$ cat src/rtl/pipeline_pkg.sv
// rtl/pipeline_pkg.sv - shared ALU encodings, operand selects, control bundle and hazard FSM state
package pipeline_pkg;

  localparam logic [4:0] ALU_ADD  = 5'b00000;
  localparam logic [4:0] ALU_SLL  = 5'b00001;
  localparam logic [4:0] ALU_SLT  = 5'b00010;
  localparam logic [4:0] ALU_SLTU = 5'b00011;
  localparam logic [4:0] ALU_XOR  = 5'b00100;
  localparam logic [4:0] ALU_SRL  = 5'b00101;
  localparam logic [4:0] ALU_OR   = 5'b00110;
  localparam logic [4:0] ALU_AND  = 5'b00111;
  localparam logic [4:0] ALU_SUB  = 5'b10000;
  localparam logic [4:0] ALU_SRA  = 5'b10101;
  localparam logic [4:0] ALU_FWD  = 5'b11000;

  localparam logic OP1_RS1 = 1'b0;
  localparam logic OP1_PC  = 1'b1;
  localparam logic OP2_RS2 = 1'b0;
  localparam logic OP2_IMM = 1'b1;

  typedef struct packed {
    logic valid;
    logic reg_write;
    logic mem_read;
    logic mem_write;
  } ctrl_t;

  // A bubble must never write state or touch memory.
  localparam ctrl_t CTRL_BUBBLE = '{valid: 1'b0, reg_write: 1'b0, mem_read: 1'b0, mem_write: 1'b0};

  typedef enum logic {
    RUN    = 1'b0,
    BUBBLE = 1'b1
  } hz_state_t;

endpackage

$ cat src/rtl/forward_mux.sv
// rtl/forward_mux.sv - single-operand forwarding selector, EX/MEM over MEM/WB over register file
module forward_mux #(
  parameter int XLEN       = 32,
  parameter int REG_ADDR_W = 5
) (
  input  logic [REG_ADDR_W-1:0] rs_addr,
  input  logic [XLEN-1:0]       rf_data,
  input  logic [REG_ADDR_W-1:0] exmem_rd_addr,
  input  logic                  exmem_reg_write,
  input  logic [XLEN-1:0]       exmem_result,
  input  logic [REG_ADDR_W-1:0] memwb_rd_addr,
  input  logic                  memwb_reg_write,
  input  logic [XLEN-1:0]       memwb_result,
  output logic [XLEN-1:0]       data,
  output logic                  forwarded
);

  logic exmem_hit;
  logic memwb_hit;

  // x0 is hardwired to zero, so a write targeting it is never a forwarding source.
  assign exmem_hit = exmem_reg_write && (exmem_rd_addr != '0) && (exmem_rd_addr == rs_addr);
  assign memwb_hit = memwb_reg_write && (memwb_rd_addr != '0) && (memwb_rd_addr == rs_addr);

  always_comb begin
    data      = rf_data;
    forwarded = 1'b0;
    if (exmem_hit) begin
      data      = exmem_result;
      forwarded = 1'b1;
    end else if (memwb_hit) begin
      data      = memwb_result;
      forwarded = 1'b1;
    end
  end

endmodule

$ cat src/rtl/id_ex_stage.sv
// rtl/id_ex_stage.sv - ID/EX pipeline register with forwarding, load-use bubble and stall
// Optional performance counters are enabled with the ID_EX_PERF_CNT_EN macro.
module id_ex_stage
  import pipeline_pkg::*;
#(
  parameter int XLEN       = 32,
  parameter int REG_ADDR_W = 5,
  parameter int SEL_W      = 5
) (
  input  logic                  CLK,
  input  logic                  RESET,
  input  logic                  ID_VALID,
  input  logic [XLEN-1:0]       ID_PC,
  input  logic [XLEN-1:0]       ID_RS1_DATA,
  input  logic [XLEN-1:0]       ID_RS2_DATA,
  input  logic [XLEN-1:0]       ID_IMM,
  input  logic [REG_ADDR_W-1:0] ID_RS1_ADDR,
  input  logic [REG_ADDR_W-1:0] ID_RS2_ADDR,
  input  logic [REG_ADDR_W-1:0] ID_RD_ADDR,
  input  logic                  ID_RS1_USED,
  input  logic                  ID_RS2_USED,
  input  logic                  ID_OP1_SEL,
  input  logic                  ID_OP2_SEL,
  input  logic [SEL_W-1:0]      ID_ALU_SELECT,
  input  logic                  ID_REG_WRITE,
  input  logic                  ID_MEM_READ,
  input  logic                  ID_MEM_WRITE,
  input  logic                  FLUSH,
  input  logic                  HOLD,
  input  logic [REG_ADDR_W-1:0] EXMEM_RD_ADDR,
  input  logic                  EXMEM_REG_WRITE,
  input  logic [XLEN-1:0]       EXMEM_RESULT,
  input  logic [REG_ADDR_W-1:0] MEMWB_RD_ADDR,
  input  logic                  MEMWB_REG_WRITE,
  input  logic [XLEN-1:0]       MEMWB_RESULT,
  output logic [XLEN-1:0]       DATA1,
  output logic [XLEN-1:0]       DATA2,
  output logic [SEL_W-1:0]      SELECT,
  output logic [XLEN-1:0]       EX_STORE_DATA,
  output logic [XLEN-1:0]       EX_PC,
  output logic [REG_ADDR_W-1:0] EX_RD_ADDR,
  output logic                  EX_VALID,
  output logic                  EX_REG_WRITE,
  output logic                  EX_MEM_READ,
  output logic                  EX_MEM_WRITE,
  output logic                  STALL_OUT
`ifdef ID_EX_PERF_CNT_EN
  ,
  output logic [31:0]           PERF_BUBBLES,
  output logic [31:0]           PERF_FLUSHES,
  output logic [31:0]           PERF_FWD
`endif
);

  ctrl_t                 id_ctrl;
  ctrl_t                 ex_ctrl;
  logic [XLEN-1:0]       ex_pc;
  logic [XLEN-1:0]       ex_rs1_data;
  logic [XLEN-1:0]       ex_rs2_data;
  logic [XLEN-1:0]       ex_imm;
  logic [REG_ADDR_W-1:0] ex_rs1_addr;
  logic [REG_ADDR_W-1:0] ex_rs2_addr;
  logic [REG_ADDR_W-1:0] ex_rd_addr;
  logic                  ex_op1_sel;
  logic                  ex_op2_sel;
  logic [SEL_W-1:0]      ex_select;
  hz_state_t             state;

  logic                  ex_is_load;
  logic                  rs_match;
  logic                  load_use;
  logic                  take_id;
  logic [XLEN-1:0]       fwd_rs1;
  logic [XLEN-1:0]       fwd_rs2;
  logic                  rs1_fwd;
  logic                  rs2_fwd;

  assign id_ctrl = '{valid: ID_VALID, reg_write: ID_REG_WRITE,
                     mem_read: ID_MEM_READ, mem_write: ID_MEM_WRITE};

  // Load data is not ready until MEM, so a dependent instruction must wait one cycle.
  assign ex_is_load = ex_ctrl.valid && ex_ctrl.mem_read && (ex_rd_addr != '0);
  assign rs_match   = (ID_RS1_USED && (ID_RS1_ADDR == ex_rd_addr)) ||
                      (ID_RS2_USED && (ID_RS2_ADDR == ex_rd_addr));
  assign load_use   = (state == RUN) && ex_is_load && ID_VALID && rs_match;
  assign take_id    = !FLUSH && !load_use;
  assign STALL_OUT  = HOLD || (load_use && !FLUSH);

  always_ff @(posedge CLK or posedge RESET) begin
    if (RESET) begin
      ex_ctrl     <= CTRL_BUBBLE;
      ex_pc       <= '0;
      ex_rs1_data <= '0;
      ex_rs2_data <= '0;
      ex_imm      <= '0;
      ex_rs1_addr <= '0;
      ex_rs2_addr <= '0;
      ex_rd_addr  <= '0;
      ex_op1_sel  <= OP1_RS1;
      ex_op2_sel  <= OP2_RS2;
      ex_select   <= SEL_W'(ALU_ADD);
      state       <= RUN;
    end else begin
      if (!HOLD) begin
        ex_ctrl     <= take_id ? id_ctrl : CTRL_BUBBLE;
        ex_pc       <= take_id ? ID_PC : '0;
        ex_rs1_data <= take_id ? ID_RS1_DATA : '0;
        ex_rs2_data <= take_id ? ID_RS2_DATA : '0;
        ex_imm      <= take_id ? ID_IMM : '0;
        ex_rs1_addr <= take_id ? ID_RS1_ADDR : '0;
        ex_rs2_addr <= take_id ? ID_RS2_ADDR : '0;
        ex_rd_addr  <= take_id ? ID_RD_ADDR : '0;
        ex_op1_sel  <= take_id ? ID_OP1_SEL : OP1_RS1;
        ex_op2_sel  <= take_id ? ID_OP2_SEL : OP2_RS2;
        ex_select   <= take_id ? ID_ALU_SELECT : SEL_W'(ALU_ADD);
      end
      case (state)
        RUN:     if (load_use && !HOLD && !FLUSH) state <= BUBBLE;
        BUBBLE:  state <= RUN;
        default: state <= RUN;
      endcase
    end
  end

  forward_mux #(.XLEN(XLEN), .REG_ADDR_W(REG_ADDR_W)) u_fwd_rs1 (
    .rs_addr         (ex_rs1_addr),
    .rf_data         (ex_rs1_data),
    .exmem_rd_addr   (EXMEM_RD_ADDR),
    .exmem_reg_write (EXMEM_REG_WRITE),
    .exmem_result    (EXMEM_RESULT),
    .memwb_rd_addr   (MEMWB_RD_ADDR),
    .memwb_reg_write (MEMWB_REG_WRITE),
    .memwb_result    (MEMWB_RESULT),
    .data            (fwd_rs1),
    .forwarded       (rs1_fwd)
  );

  forward_mux #(.XLEN(XLEN), .REG_ADDR_W(REG_ADDR_W)) u_fwd_rs2 (
    .rs_addr         (ex_rs2_addr),
    .rf_data         (ex_rs2_data),
    .exmem_rd_addr   (EXMEM_RD_ADDR),
    .exmem_reg_write (EXMEM_REG_WRITE),
    .exmem_result    (EXMEM_RESULT),
    .memwb_rd_addr   (MEMWB_RD_ADDR),
    .memwb_reg_write (MEMWB_REG_WRITE),
    .memwb_result    (MEMWB_RESULT),
    .data            (fwd_rs2),
    .forwarded       (rs2_fwd)
  );

  assign DATA1         = (ex_op1_sel == OP1_PC)  ? ex_pc  : fwd_rs1;
  assign DATA2         = (ex_op2_sel == OP2_IMM) ? ex_imm : fwd_rs2;
  assign EX_STORE_DATA = fwd_rs2;
  assign SELECT        = ex_select;
  assign EX_PC         = ex_pc;
  assign EX_RD_ADDR    = ex_rd_addr;
  assign EX_VALID      = ex_ctrl.valid;
  assign EX_REG_WRITE  = ex_ctrl.reg_write;
  assign EX_MEM_READ   = ex_ctrl.mem_read;
  assign EX_MEM_WRITE  = ex_ctrl.mem_write;

`ifdef ID_EX_PERF_CNT_EN
  // Counters advance only on cycles where the EX register itself advances.
  always_ff @(posedge CLK or posedge RESET) begin
    if (RESET) begin
      PERF_BUBBLES <= '0;
      PERF_FLUSHES <= '0;
      PERF_FWD     <= '0;
    end else if (!HOLD) begin
      if (load_use && !FLUSH) PERF_BUBBLES <= PERF_BUBBLES + 32'd1;
      if (FLUSH) PERF_FLUSHES <= PERF_FLUSHES + 32'd1;
      if (ex_ctrl.valid && (rs1_fwd || rs2_fwd)) PERF_FWD <= PERF_FWD + 32'd1;
    end
  end
`else
  logic unused_fwd_flags;
  assign unused_fwd_flags = rs1_fwd | rs2_fwd;
`endif

endmodule

$ cat config.mk
export PLATFORM = sky130hd
export DESIGN_NAME = id_ex_stage
export DESIGN_NICKNAME = d
export VERILOG_FILES = /design/src/rtl/pipeline_pkg.sv /design/src/rtl/forward_mux.sv /design/src/rtl/id_ex_stage.sv
export SDC_FILE = /design/constraint.sdc
export NUM_CORES = 1
export LEC_CHECK = 0
export ABC_AREA = 1
export ABC_CLOCK_PERIOD_IN_PS = 4200
export BUFFER_PORTS_ARGS = -buffer_cell sky130_fd_sc_hd__buf_2
export CORE_UTILIZATION = 47
export DETAILED_ROUTE_END_ITERATION = 8
export PLACE_DENSITY = 0.78
export SLEW_MARGIN = 5
export SYNTH_ARGS = -nofsm -noshare
export SYNTH_HDL_FRONTEND = slang
export SYNTH_SLANG_ARGS = --single-unit
$ cat constraint.sdc
create_clock -name CLK -period 4.2 [get_ports CLK]
set_clock_uncertainty 0.15 [all_clocks]
set_input_delay 0.21 -clock CLK [delete_from_list [all_inputs] [get_ports CLK]]
set_output_delay 0.21 -clock CLK [all_outputs]
set_load 0.005 [all_outputs]
==> results of run 1 <==
## path summary, 6_finish.rpt
kind                                               to
max in group asynchronous  ex_rs2_data[6]$_DFFE_PP0N_
min in group asynchronous       EX_PC[29]$_DFFE_PP0N_
setup reg to reg                SELECT[3]$_DFFE_PP0N_
setup / recovery                            DATA2[17]
hold reg to reg                ex_imm[31]$_DFFE_PP0N_
hold / removal             ex_rs2_addr[0]$_DFFE_PP0N_
## what timing repair did
item                      CTS  global route
resized for setup           0             0
hold endpoints to repair  152             0
hold buffers              144             0
## cells by family after synthesis
group | share of synthesized area (%)
AO/OA/AOI/OAI | 2.81
XOR/XNOR | 1.74
buffers and inverters | 13.3
flip-flops | 33.7
AND/OR/NAND/NOR | 48.4
## Yosys cell counts (all sizes together) (2+ instances only)
library cell    n
nand3b         34
xnor2           9
nand3         287
inv           198
a21oi           3
o21bai         32
xor2           13
nand2         547
o22ai           3
o21ai           5
nor3            2
clkbuf         46
nor2          171
dfrtp         155
nand4          33
and2           32
buf            71
## worst min-delay path, cell delays in order
cell and delay, ps:
sky130_fd_sc_hd__buf_2 100, sky130_fd_sc_hd__inv_1 80, sky130_fd_sc_hd__nor2_1 50, sky130_fd_sc_hd__nand3_1 70, sky130_fd_sc_hd__nand2_1 50
## layout make-up
cell class              count  area, um^2  share of cell area, %
diodes                      8        20.0                  0.132
repair buffers            538        3490                   22.9
multi-input cells        1172        6100                   40.1
clock inverters            13         133                  0.871
flip-flops and latches    155        3880                   25.5
inverters                 198         752                   4.94
clock buffers              19         443                   2.91
well taps                 319         399                   2.62
## power breakdown
group	switching (mW)	internal (mW)	leakage, nW
combinational	0.677	0.499	6.53
sequential	0.0958	1.61	2.02
clock	0.693	0.846	0.263
total	1.47	2.95	8.81
## layer usage
metal / vias up / wire length (um) / global-route usage (%)
met3: 163 / 3940 / 8.36
met4: 8 / 2050 / 18.5
li1: 5983 / - / -
met5: - / 50 / 0
met1: 5828 / 16300 / 40.2
met2: 778 / 20000 / 56.0
## state kept, by name, summed over array words and instances (netlist names)
name          cells
ex_op1_sel        1
EX_REG_WRITE      1
ex_op2_sel        1
EX_PC            32
SELECT            5
EX_MEM_WRITE      1
ex_imm           32
EX_VALID          1
ex_rs2_data      32
ex_rs1_data      32
EX_RD_ADDR        5
EX_MEM_READ       1
ex_rs2_addr       5
state             1
ex_rs1_addr       5
## through the flow
stage / power, mW / util (%) / cell area, um^2 / worst slack [ps] / hold slack [ps]
2_1_floorplan: 2.31 / - / 11500 / 1880 / 132
3_3_place_gp: 2.76 / 55.5 / 13200 / 1450 / 22.2
3_5_place_dp: 2.77 / 55.5 / 13200 / 1410 / 30.2
4_1_cts: 4.41 / 64.0 / 15200 / 945 / 6.90
5_1_grt: 4.64 / 64.0 / 15200 / 692 / 16.3
6_report: 4.42 / 64.1 / 15200 / 777 / 13.8
==> impl_metrics.env, run 1 <==
export IMPL_fillers=2013
export IMPL_worstSetupPathType="register to output port"
export IMPL_antenna_left=0
export IMPL_clock_insertion_delay_worst_skew_ps=430
export IMPL_synth_edf_count=0
export IMPL_syn_instance_count=1642
export IMPL_leakage_nw=8.81
export IMPL_async_flop_share_pct=100
export IMPL_worst_pin_slew_ps=1290
export IMPL_yosysWarnings=0
export IMPL_hold_violations=0
export IMPL_cp_end_kind="output port"
export IMPL_detailed_place_hpwl_mm=27.9
export IMPL_core_um2=23800
export IMPL_hold_depth=5
export IMPL_grt_first_pass_wirelength_mm=64.7
export IMPL_crit_path_max_fanout=33
export IMPL_cpMaxStageDelayCell="sky130_fd_sc_hd__nor2_4"
export IMPL_timing_setup_tns_ps=0
export IMPL_worst_path_most_repeated_cell="sky130_fd_sc_hd__nand2_1"
export IMPL_final_min_clock_period_ps=3420
export IMPL_htreeDepth=4
export IMPL_crit_chain="xor2_1 -> nor2_4 -> nand3_4 -> nand2_1 -> nand3_2 -> nand3_1 -> nand2_1 -> buf_2"
export IMPL_drt_wl_total_mm=42.4
export IMPL_timing_fmax_ghz=0.292
export IMPL_post_synth_cell_area_avg_um2=7.00
export IMPL_max_cap_violations=0
export IMPL_crit_cells=8
export IMPL_power_density_nw_per_um2=290
export IMPL_fin_crit_sh_pct=81.5
export IMPL_detailedRoute_firstPassIterationCount=6
export IMPL_critPathBufInv=1
export IMPL_drcViolationCount=0
export IMPL_placement_io_buffers=378
export IMPL_place_inst=2238
export IMPL_gp_congestion=0.931
export IMPL_io_pin_count=379
export IMPL_final_layout_size_suffix_gt1_share_pct=28.0
export IMPL_cts_buffers=17
export IMPL_r2r_worst_path_cells=8
export IMPL_outcome="finished clean"
export IMPL_arrival_ps=3060
export IMPL_timing_critical_path_max_delay_family="simple AND/OR/NAND/NOR gates"
export IMPL_hold_class="input port to register"
export IMPL_synthesized_net_count=1878
export IMPL_net_count_final=2318
export IMPL_cts_tree="done"
export IMPL_number_of_antenna_violations_at_the_first_check_in_global_routing=9
export IMPL_unrepaired_setup_endpoints_after_global_routing="false"
export IMPL_mean_number_of_vias_per_cell=5.27
export IMPL_grt_pass1_vias=12200
export IMPL_yosysUniqueCellTypes=35
export IMPL_dieWidth_um=158
export IMPL_detail_route_wl_per_cell_um=17.5
export IMPL_die_height_um=158
export IMPL_yosysSeqAreaShare_pct=33.7
export IMPL_synth_top_area_share_pct=33.7
export IMPL_layout_cells_most_common_list="542 x sky130_fd_sc_hd__nand2_1, 377 x sky130_fd_sc_hd__buf_2, 190 x sky130_fd_sc_hd__inv_1, 163 x sky130_fd_sc_hd__nor2_1"
export IMPL_first_iter_violations=1262
export IMPL_clockBufferDepth=2
export IMPL_ctsRootBufferMaster="sky130_fd_sc_hd__clkbuf_16"
export IMPL_crit_path_start_kind="register"
export IMPL_post_cts_repair_setup_buffers=0
export IMPL_cts_reportedPaths_clkPinSlew_ps=70
export IMPL_final_setup_viol_count=0
export IMPL_routed_via_count=12800
export IMPL_floorplan_initialDensity_pct=48.4
export IMPL_worst_slew_margin_rel_pct=13.8
export IMPL_critPathLaunch="ex_rs2_addr[3]$_DFFE_PP0N_"
export IMPL_timing_critical_path_required_ps=3840
export IMPL_post_synth_main_area_contributors="sky130_fd_sc_hd__dfrtp_1 34%, sky130_fd_sc_hd__nand2_1 18%, sky130_fd_sc_hd__nand3_2 11%"
export IMPL_grt_overflow=0
export IMPL_crit_path_max_incr_delay_ps=710
export IMPL_grt_use_total_pct=33.8
export IMPL_rows=56
export IMPL_area_delta_synth_final_pct=32.4
export IMPL_tritoncts_num_sinks=155
export IMPL_final_common_cell="sky130_fd_sc_hd__nand2_1"
export IMPL_die_area_um2=25100
export IMPL_slew_violations=0
export IMPL_finalNonFillerCells=2422
export IMPL_worst_r2r_setup_slack_ps=1500
export IMPL_irDropWorstVdd_mv=0.244
export IMPL_worst_hold_startpoint="ID_RS2_ADDR[0]"
export IMPL_synth_largest_area_cell="sky130_fd_sc_hd__dfrtp_1"
export IMPL_dominantRegCellSynth="sky130_fd_sc_hd__dfrtp_1"
export IMPL_grt_max_degree=153
export IMPL_number_of_synthesized_register_bits=155
export IMPL_post_synth_instance_area_um2=11500
export IMPL_regToRegStartpoint="EX_RD_ADDR[0]$_DFFE_PP0N_"
(Power assumes the default switching activity.)
==> inputs of run 2 (changes only) <==
Settings changed: ABC_AREA 1 to 0, ABC_CLOCK_PERIOD_IN_PS 4200 to 3300, CORE_AREA set to 2 2 146 148, CORE_UTILIZATION 47 to not set, DIE_AREA set to 0 0 148 150, PLACE_DENSITY 0.78 to 0.72.
Clock period 4.2 ns to 3.3 ns, I/O delays scaled along.
==> run 2 against run 1 <==
Net effect:
- first-iteration DRC count shrank 34%
- worst setup slack lost 500 ps
- register-to-register slack lost 820 ps
==> impl_metrics.env, run 2 <==
export IMPL_outcome="finished clean"
export IMPL_grt_first_pass_wirelength_mm=50.1
export IMPL_crit_path_max_fanout=133
export IMPL_die_height_um=150
export IMPL_hold_violations=0
export IMPL_drcViolationCount=0
export IMPL_finish_utilization_pct=62.1
export IMPL_io_pin_count=379
export IMPL_layout_cells_most_common_list="377 x sky130_fd_sc_hd__buf_2, 156 x sky130_fd_sc_hd__dlygate4sd3_1, 154 x sky130_fd_sc_hd__a32o_1, 153 x sky130_fd_sc_hd__dfrtp_1, 99 x sky130_fd_sc_hd__nor2_1"
export IMPL_netSwitchingFraction_pct=27.8
export IMPL_die_area_um2=22200
export IMPL_met2WireLength_mm=16.4
export IMPL_final_min_clock_period_ps=3030
export IMPL_unrepaired_setup_endpoints_after_global_routing="false"
export IMPL_mean_number_of_vias_per_cell=5.95
export IMPL_top_cells_by_instance_count_after_synthesis="155 x sky130_fd_sc_hd__dfrtp_1, 154 x sky130_fd_sc_hd__a32o_1, 102 x sky130_fd_sc_hd__nor2_1, 67 x sky130_fd_sc_hd__nand2_1, 57 x sky130_fd_sc_hd__clkbuf_1"
export IMPL_synthesized_net_count=1023
export IMPL_slew_violations=0
export IMPL_multi_input_comb_area_um2=4290
export IMPL_net_count_final=1506
export IMPL_routedLengthMet1_mm=13.0
export IMPL_timing_critical_path_required_ps=2980
export IMPL_number_of_antenna_violations_at_the_first_check_in_global_routing=0
export IMPL_grt_use_total_pct=28.6
export IMPL_tritoncts_num_sinks=155
export IMPL_clockBufferDepth=2
export IMPL_insertedDiodeCount=0
export IMPL_area_delta_synth_final_pct=47.7
export IMPL_power_combinational_fraction_pct=21.6
export IMPL_timing_fmax_ghz=0.330
export IMPL_syn_instance_count=787
export IMPL_yosysWarnings=0
export IMPL_grt_pass1_vias=9445
export IMPL_arrival_ps=2710
export IMPL_post_synth_instance_area_um2=8700
export IMPL_cts_buffers=17
export IMPL_post_synth_cell_area_avg_um2=11.1
export IMPL_post_synth_main_area_contributors="sky130_fd_sc_hd__dfrtp_1 45%, sky130_fd_sc_hd__a32o_1 18%, sky130_fd_sc_hd__a221oi_2 6.7%"
export IMPL_power_density_nw_per_um2=433
export IMPL_crit_path_start_kind="register"
export IMPL_cts_tree="done"
export IMPL_fillers=1643
export IMPL_synth_edf_count=0
export IMPL_cell_with_the_most_instances_after_synthesis="sky130_fd_sc_hd__dfrtp_1"
export IMPL_first_iter_violations=837
export IMPL_htreeDepth=4
export IMPL_rows=53
export IMPL_cp_end_kind="output port"
export IMPL_worst_slew_margin_rel_pct=31.1
export IMPL_dieWidth_um=148
export IMPL_detail_route_wl_per_cell_um=21.1
export IMPL_final_layout_size_suffix_gt1_share_pct=40.4
export IMPL_timing_setup_tns_ps=0
export IMPL_irDropWorstVdd_mv=0.333
export IMPL_holdWs_ps=67.9
export IMPL_grt_max_degree=134
export IMPL_route_met3_wl_mm=2.57
export IMPL_drt_wl_total_mm=32.9
export IMPL_clock_power_share_pct=38.9
export IMPL_hold_class="input port to register"
export IMPL_worst_pin_slew_ps=1030
export IMPL_dominantRegCellSynth="sky130_fd_sc_hd__dfrtp_1"
export IMPL_floorplan_initialDensity_pct=42.0
export IMPL_cts_reportedPaths_clkPinSlew_ps=60
export IMPL_max_cap_violations=0
export IMPL_maxUsedRoutingLayer="met4"
export IMPL_number_of_synthesized_register_bits=155
export IMPL_yosysSeqAreaShare_pct=44.6
export IMPL_ctsRootBufferMaster="sky130_fd_sc_hd__clkbuf_16"
export IMPL_final_setup_viol_count=0
export IMPL_clock_insertion_delay_worst_skew_ps=420
export IMPL_placement_io_buffers=378
export IMPL_routed_via_count=9269
export IMPL_seqCellArea_um2=3880
export IMPL_synth_top_area_share_pct=44.6
export IMPL_seq_power_share_pct=39.5
export IMPL_cellInternalPower_mw=4.02
export IMPL_detailed_place_hpwl_mm=21.3
export IMPL_p_switching_mw=1.55
export IMPL_synth_largest_area_cell="sky130_fd_sc_hd__dfrtp_1"
export IMPL_detailedRoute_firstPassIterationCount=5
export IMPL_leakage_nw=5.91
export IMPL_fin_crit_sh_pct=91.7
export IMPL_async_flop_share_pct=100
export IMPL_core_um2=20700
export IMPL_gp_congestion=0.860
export IMPL_cts_resized=0
export IMPL_yosysUniqueCellTypes=34
export IMPL_worstSetupPathType="register to output port"
export IMPL_final_common_cell="sky130_fd_sc_hd__buf_2"
export IMPL_grt_overflow=0
export IMPL_antenna_left=0
[run 2: changes by cell type in the layout (fill, tap and decap cells not counted), sizes merged, moves of 10 or more]
cell	change
inv	-199
a32o	+154
a221oi	+64
dlygate4sd3	+12
o31ai	+64
nor2	-69
nand2	-480
xnor2	+10
nand3	-284
o21bai	-31
nand3b	-34
nand4	-31
buf	+10
[run 2: metrics by stage]
step,instance area (um^2),total power [mW],instances,setup WS [ps]
floorplan,8700,2.76,787,1030
global placement,10600,3.24,1369,624
detailed placement,10600,3.26,1369,616
CTS,12800,5.58,1557,136
global route,12900,5.80,1558,121
finish,12900,5.56,1558,274
[run 2: layout make-up]
class,count,area share (%)
multi-input combinational,535,33.3
sequential,155,30.2
timing repair buffer,560,28.7
clock buffer,20,3.55
tap,275,2.68
clock inverter,12,1.45
inverter,1,0.0584
[run 2: path summary, 6_finish.rpt]
kind / from / end / slack (ps) / depth (start not counted)
setup / recovery: EX_RD_ADDR[3]$_DFFE_PP0N_ / STALL_OUT / 270 / 7
hold / removal: HOLD / state$_DFF_PP0_ / 70 / 2
setup reg to reg: EX_RD_ADDR[3]$_DFFE_PP0N_ / EX_PC[16]$_DFFE_PP0N_ / 680 / 6
hold reg to reg: state$_DFF_PP0_ / state$_DFF_PP0_ / 280 / 1
max in group asynchronous: RESET / ex_rs1_data[13]$_DFFE_PP0N_ / 2050 / 4
min in group asynchronous: RESET / ex_imm[6]$_DFFE_PP0N_ / 170 / 3
[run 2: power groups by stage]
stage	Clock [mW]	Combinational (mW)	Sequential (mW)
2_1_floorplan	0	0.594	2.17
3_3_place_gp	0	1.02	2.23
3_5_place_dp	0	1.03	2.23
4_1_cts	2.20	1.18	2.20
5_1_grt	2.29	1.29	2.22
6_report	2.16	1.20	2.20
[run 2: critical path, cell delays in order (launching register included)]
cell                       delay [ps]
sky130_fd_sc_hd__dfrtp_1          440
sky130_fd_sc_hd__xor2_1           190
sky130_fd_sc_hd__nor4_1           300
sky130_fd_sc_hd__nand3_1          150
sky130_fd_sc_hd__a221o_4          510
sky130_fd_sc_hd__buf_12           330
sky130_fd_sc_hd__o21bai_1         200
sky130_fd_sc_hd__buf_2            130
[run 2: routing by layer]
layer / track usage, % / vias to the layer above
met2: 48.4 / 524
li1: - / 4092
met4: 10.3 / 0
met3: 6.04 / 78
met1: 36.4 / 4575
met5: 0 / -
[run 2: cell families (layout without fill, tap and decap cells)]
logic type,after synthesis,count (layout),synth area share (%)
flops,155,155,44.6
buf+inv,97,593,6.75
xor+xnor,30,30,3.02
compound gates,286,286,34.6
simple gates,219,219,11.0
[run 2: repair_timing]
action / 4_1_cts / 5_1_grt
hold endpoints to repair: 172 / 0
setup buffers: 0 / 1
setup endpoints to repair: 0 / 1
hold buffers: 156 / 0
==> inputs of run 3 (changes only) <==
Settings changed: RECOVER_POWER set to 100, SKIP_LAST_GASP set to 1.
==> run 3 against run 2 <==
Net effect:
- sequential power about the same
- flip-flop and latch count unchanged
- worst hold slack worse by 0.61 ps
- via count up 0.60%
- cell area down 2.2%
- register-to-register slack worse by 30 ps
- routed wire length up 0.20%
- cell count unchanged
- first-iteration DRC count up 5.3%
- critical path type unchanged
==> impl_metrics.env, run 3 (synthesis gave the netlist of run 2 again) <==
export IMPL_io_pin_count=379
export IMPL_htreeDepth=4
export IMPL_area_delta_synth_final_pct=44.5
export IMPL_timing_fmax_ghz=0.324
export IMPL_final_min_clock_period_ps=3080
export IMPL_cellInternalPower_mw=3.97
export IMPL_grt_first_pass_wirelength_mm=50.1
export IMPL_drcViolationCount=0
export IMPL_grt_use_total_pct=28.6
export IMPL_grt_use_met2_pct=48.4
export IMPL_preCtsSetupSlack_ps=616
export IMPL_seq_power_share_pct=39.8
export IMPL_first_iter_violations=881
export IMPL_grt_overflow=0
export IMPL_core_um2=20700
export IMPL_crit_path_max_fanout=16
export IMPL_detail_route_wl_per_cell_um=21.2
export IMPL_final_setup_viol_count=0
export IMPL_tritoncts_num_sinks=155
export IMPL_clock_power_share_pct=39.3
export IMPL_clockBufferDepth=2
export IMPL_busiest_layer="met2"
export IMPL_setup_slack_ps=217
export IMPL_cp_end_kind="output port"
export IMPL_finalNonFillerCells=1558
export IMPL_detailed_place_hpwl_mm=21.3
export IMPL_grt_max_degree=134
export IMPL_grt_pass1_vias=9445
export IMPL_outcome="finished clean"
export IMPL_worstSetupPathType="register to output port"
export IMPL_max_cap_violations=0
export IMPL_worst_pin_slew_ps=1040
export IMPL_rows=53
export IMPL_ctsRootBufferMaster="sky130_fd_sc_hd__clkbuf_16"
export IMPL_cts_buffers=17
export IMPL_number_of_antenna_violations_at_the_first_check_in_global_routing=0
export IMPL_power_density_nw_per_um2=439
export IMPL_timing_setup_tns_ps=0
export IMPL_fin_crit_sh_pct=93.4
export IMPL_drt_wl_total_mm=33.0
export IMPL_finish_utilization_pct=60.7
export IMPL_cts_tree="done"
export IMPL_detailedRoute_firstPassIterationCount=5
export IMPL_met1_use_gr_pct=36.4
export IMPL_floorplan_initialDensity_pct=42.0
export IMPL_dieWidth_um=148
export IMPL_mean_number_of_vias_per_cell=5.99
export IMPL_gp_congestion=0.860
export IMPL_die_height_um=150
export IMPL_timing_critical_path_required_ps=2980
export IMPL_crit_path_start_kind="register"
export IMPL_antenna_left=0
export IMPL_place_inst=1369
export IMPL_fillers=1725
export IMPL_seqCellArea_um2=3880
export IMPL_p_switching_mw=1.54
export IMPL_slew_violations=0
export IMPL_insertedDiodeCount=0
export IMPL_multi_input_comb_area_um2=4100
export IMPL_routed_via_count=9325
export IMPL_clock_insertion_delay_worst_skew_ps=420
export IMPL_final_layout_size_suffix_gt1_share_pct=32.5
export IMPL_irDropWorstVdd_mv=0.335
export IMPL_power_combinational_fraction_pct=20.9
export IMPL_hold_class="input port to register"
export IMPL_cts_reportedPaths_clkPinSlew_ps=70
export IMPL_hold_violations=0
export IMPL_placement_io_buffers=378
export IMPL_unrepaired_setup_endpoints_after_global_routing="false"
export IMPL_arrival_ps=2770
export IMPL_final_common_cell="sky130_fd_sc_hd__buf_2"
export IMPL_netSwitchingFraction_pct=28.0
export IMPL_net_count_final=1506
export IMPL_leakage_nw=5.60
export IMPL_layout_cells_most_common_list="299 x sky130_fd_sc_hd__buf_2, 156 x sky130_fd_sc_hd__dlygate4sd3_1, 154 x sky130_fd_sc_hd__a32o_1, 153 x sky130_fd_sc_hd__dfrtp_1, 99 x sky130_fd_sc_hd__nor2_1"
export IMPL_worst_slew_margin_rel_pct=30.3
export IMPL_die_area_um2=22200
export IMPL_grt_use_met3_pct=6.04
run 3: cell types whose count changed in the layout (fill, tap and decap cells not counted):
| cell | previous run | this run |
|---|---|---|
| sky130_fd_sc_hd__clkinvlp_2 | 0 | 1 |
| sky130_fd_sc_hd__a221oi_2 | 39 | 9 |
| sky130_fd_sc_hd__buf_1 | 0 | 1 |
| sky130_fd_sc_hd__buf_4 | 24 | 20 |
| sky130_fd_sc_hd__clkbuf_2 | 0 | 10 |
| sky130_fd_sc_hd__a221oi_1 | 25 | 55 |
| sky130_fd_sc_hd__buf_2 | 377 | 299 |
| sky130_fd_sc_hd__clkinvlp_4 | 3 | 2 |
| sky130_fd_sc_hd__clkbuf_4 | 0 | 1 |
| sky130_fd_sc_hd__clkbuf_1 | 1 | 71 |
run 3: path summary, 6_finish.rpt:
path                                             from                      to  slack [ps]  cells after the start
hold / removal                                   HOLD         state$_DFF_PP0_          70                      2
setup / recovery           ex_rs2_addr[1]$_DFFE_PP0N_               DATA2[23]         220                      7
hold reg to reg                       state$_DFF_PP0_         state$_DFF_PP0_         280                      1
max in group asynchronous                       RESET  ex_imm[27]$_DFFE_PP0N_        1770                      4
setup reg to reg            EX_RD_ADDR[3]$_DFFE_PP0N_   EX_PC[16]$_DFFE_PP0N_         650                      6
min in group asynchronous                       RESET   ex_imm[6]$_DFFE_PP0N_         320                      3
run 3: routing by layer:
metal | vias to the layer above | share of wire (%)
met2 | 542 | 49
met3 | 87 | 8.1
met4 | 0 | 3.1
li1 | 4082 | -
met5 | - | 0
met1 | 4614 | 39
run 3: final cells by class:
class,instances,share of cell area (%)
flip-flops and latches,155,30.9
multi-input cells,535,32.6
repair buffers,560,28.6
clock inverters,12,1.48
inverters,1,0.0398
clock buffers,20,3.63
well taps,275,2.74
run 3: timing repair:
action                                 4_1_cts  5_1_grt
resized for setup                            0        0
setup endpoints to repair                    0        1
endpoints found under the hold margin      172        0
hold buffers                               156        0
buffers inserted                             0        1
run 3: metrics by stage:
stage	total power, mW	cell area (um^2)	hold WS [ps]
after floorplan	2.76	8700	87.2
after CTS	5.58	12800	48.4
final	5.52	12600	67.3
after detailed placement	3.26	10600	71.4
after global placement	3.24	10600	64.3
after global routing	5.74	12600	75.4
run 3: power groups by stage:
stage,Sequential [mW],Clock (mW),Combinational (mW)
after floorplan,2.17,0,0.594
after global placement,2.23,0,1.02
after detailed placement,2.23,0,1.03
after CTS,2.20,2.20,1.18
after global routing,2.22,2.29,1.24
final,2.20,2.17,1.15
run 3: critical path: stages, from the launching register on:
cell,delay [ps]
sky130_fd_sc_hd__dfrtp_1,430
sky130_fd_sc_hd__xnor2_1,160
sky130_fd_sc_hd__nand3_1,190
sky130_fd_sc_hd__or3b_2,490
sky130_fd_sc_hd__buf_2,270
sky130_fd_sc_hd__a221oi_1,510
sky130_fd_sc_hd__o31ai_2,110
sky130_fd_sc_hd__buf_2,170
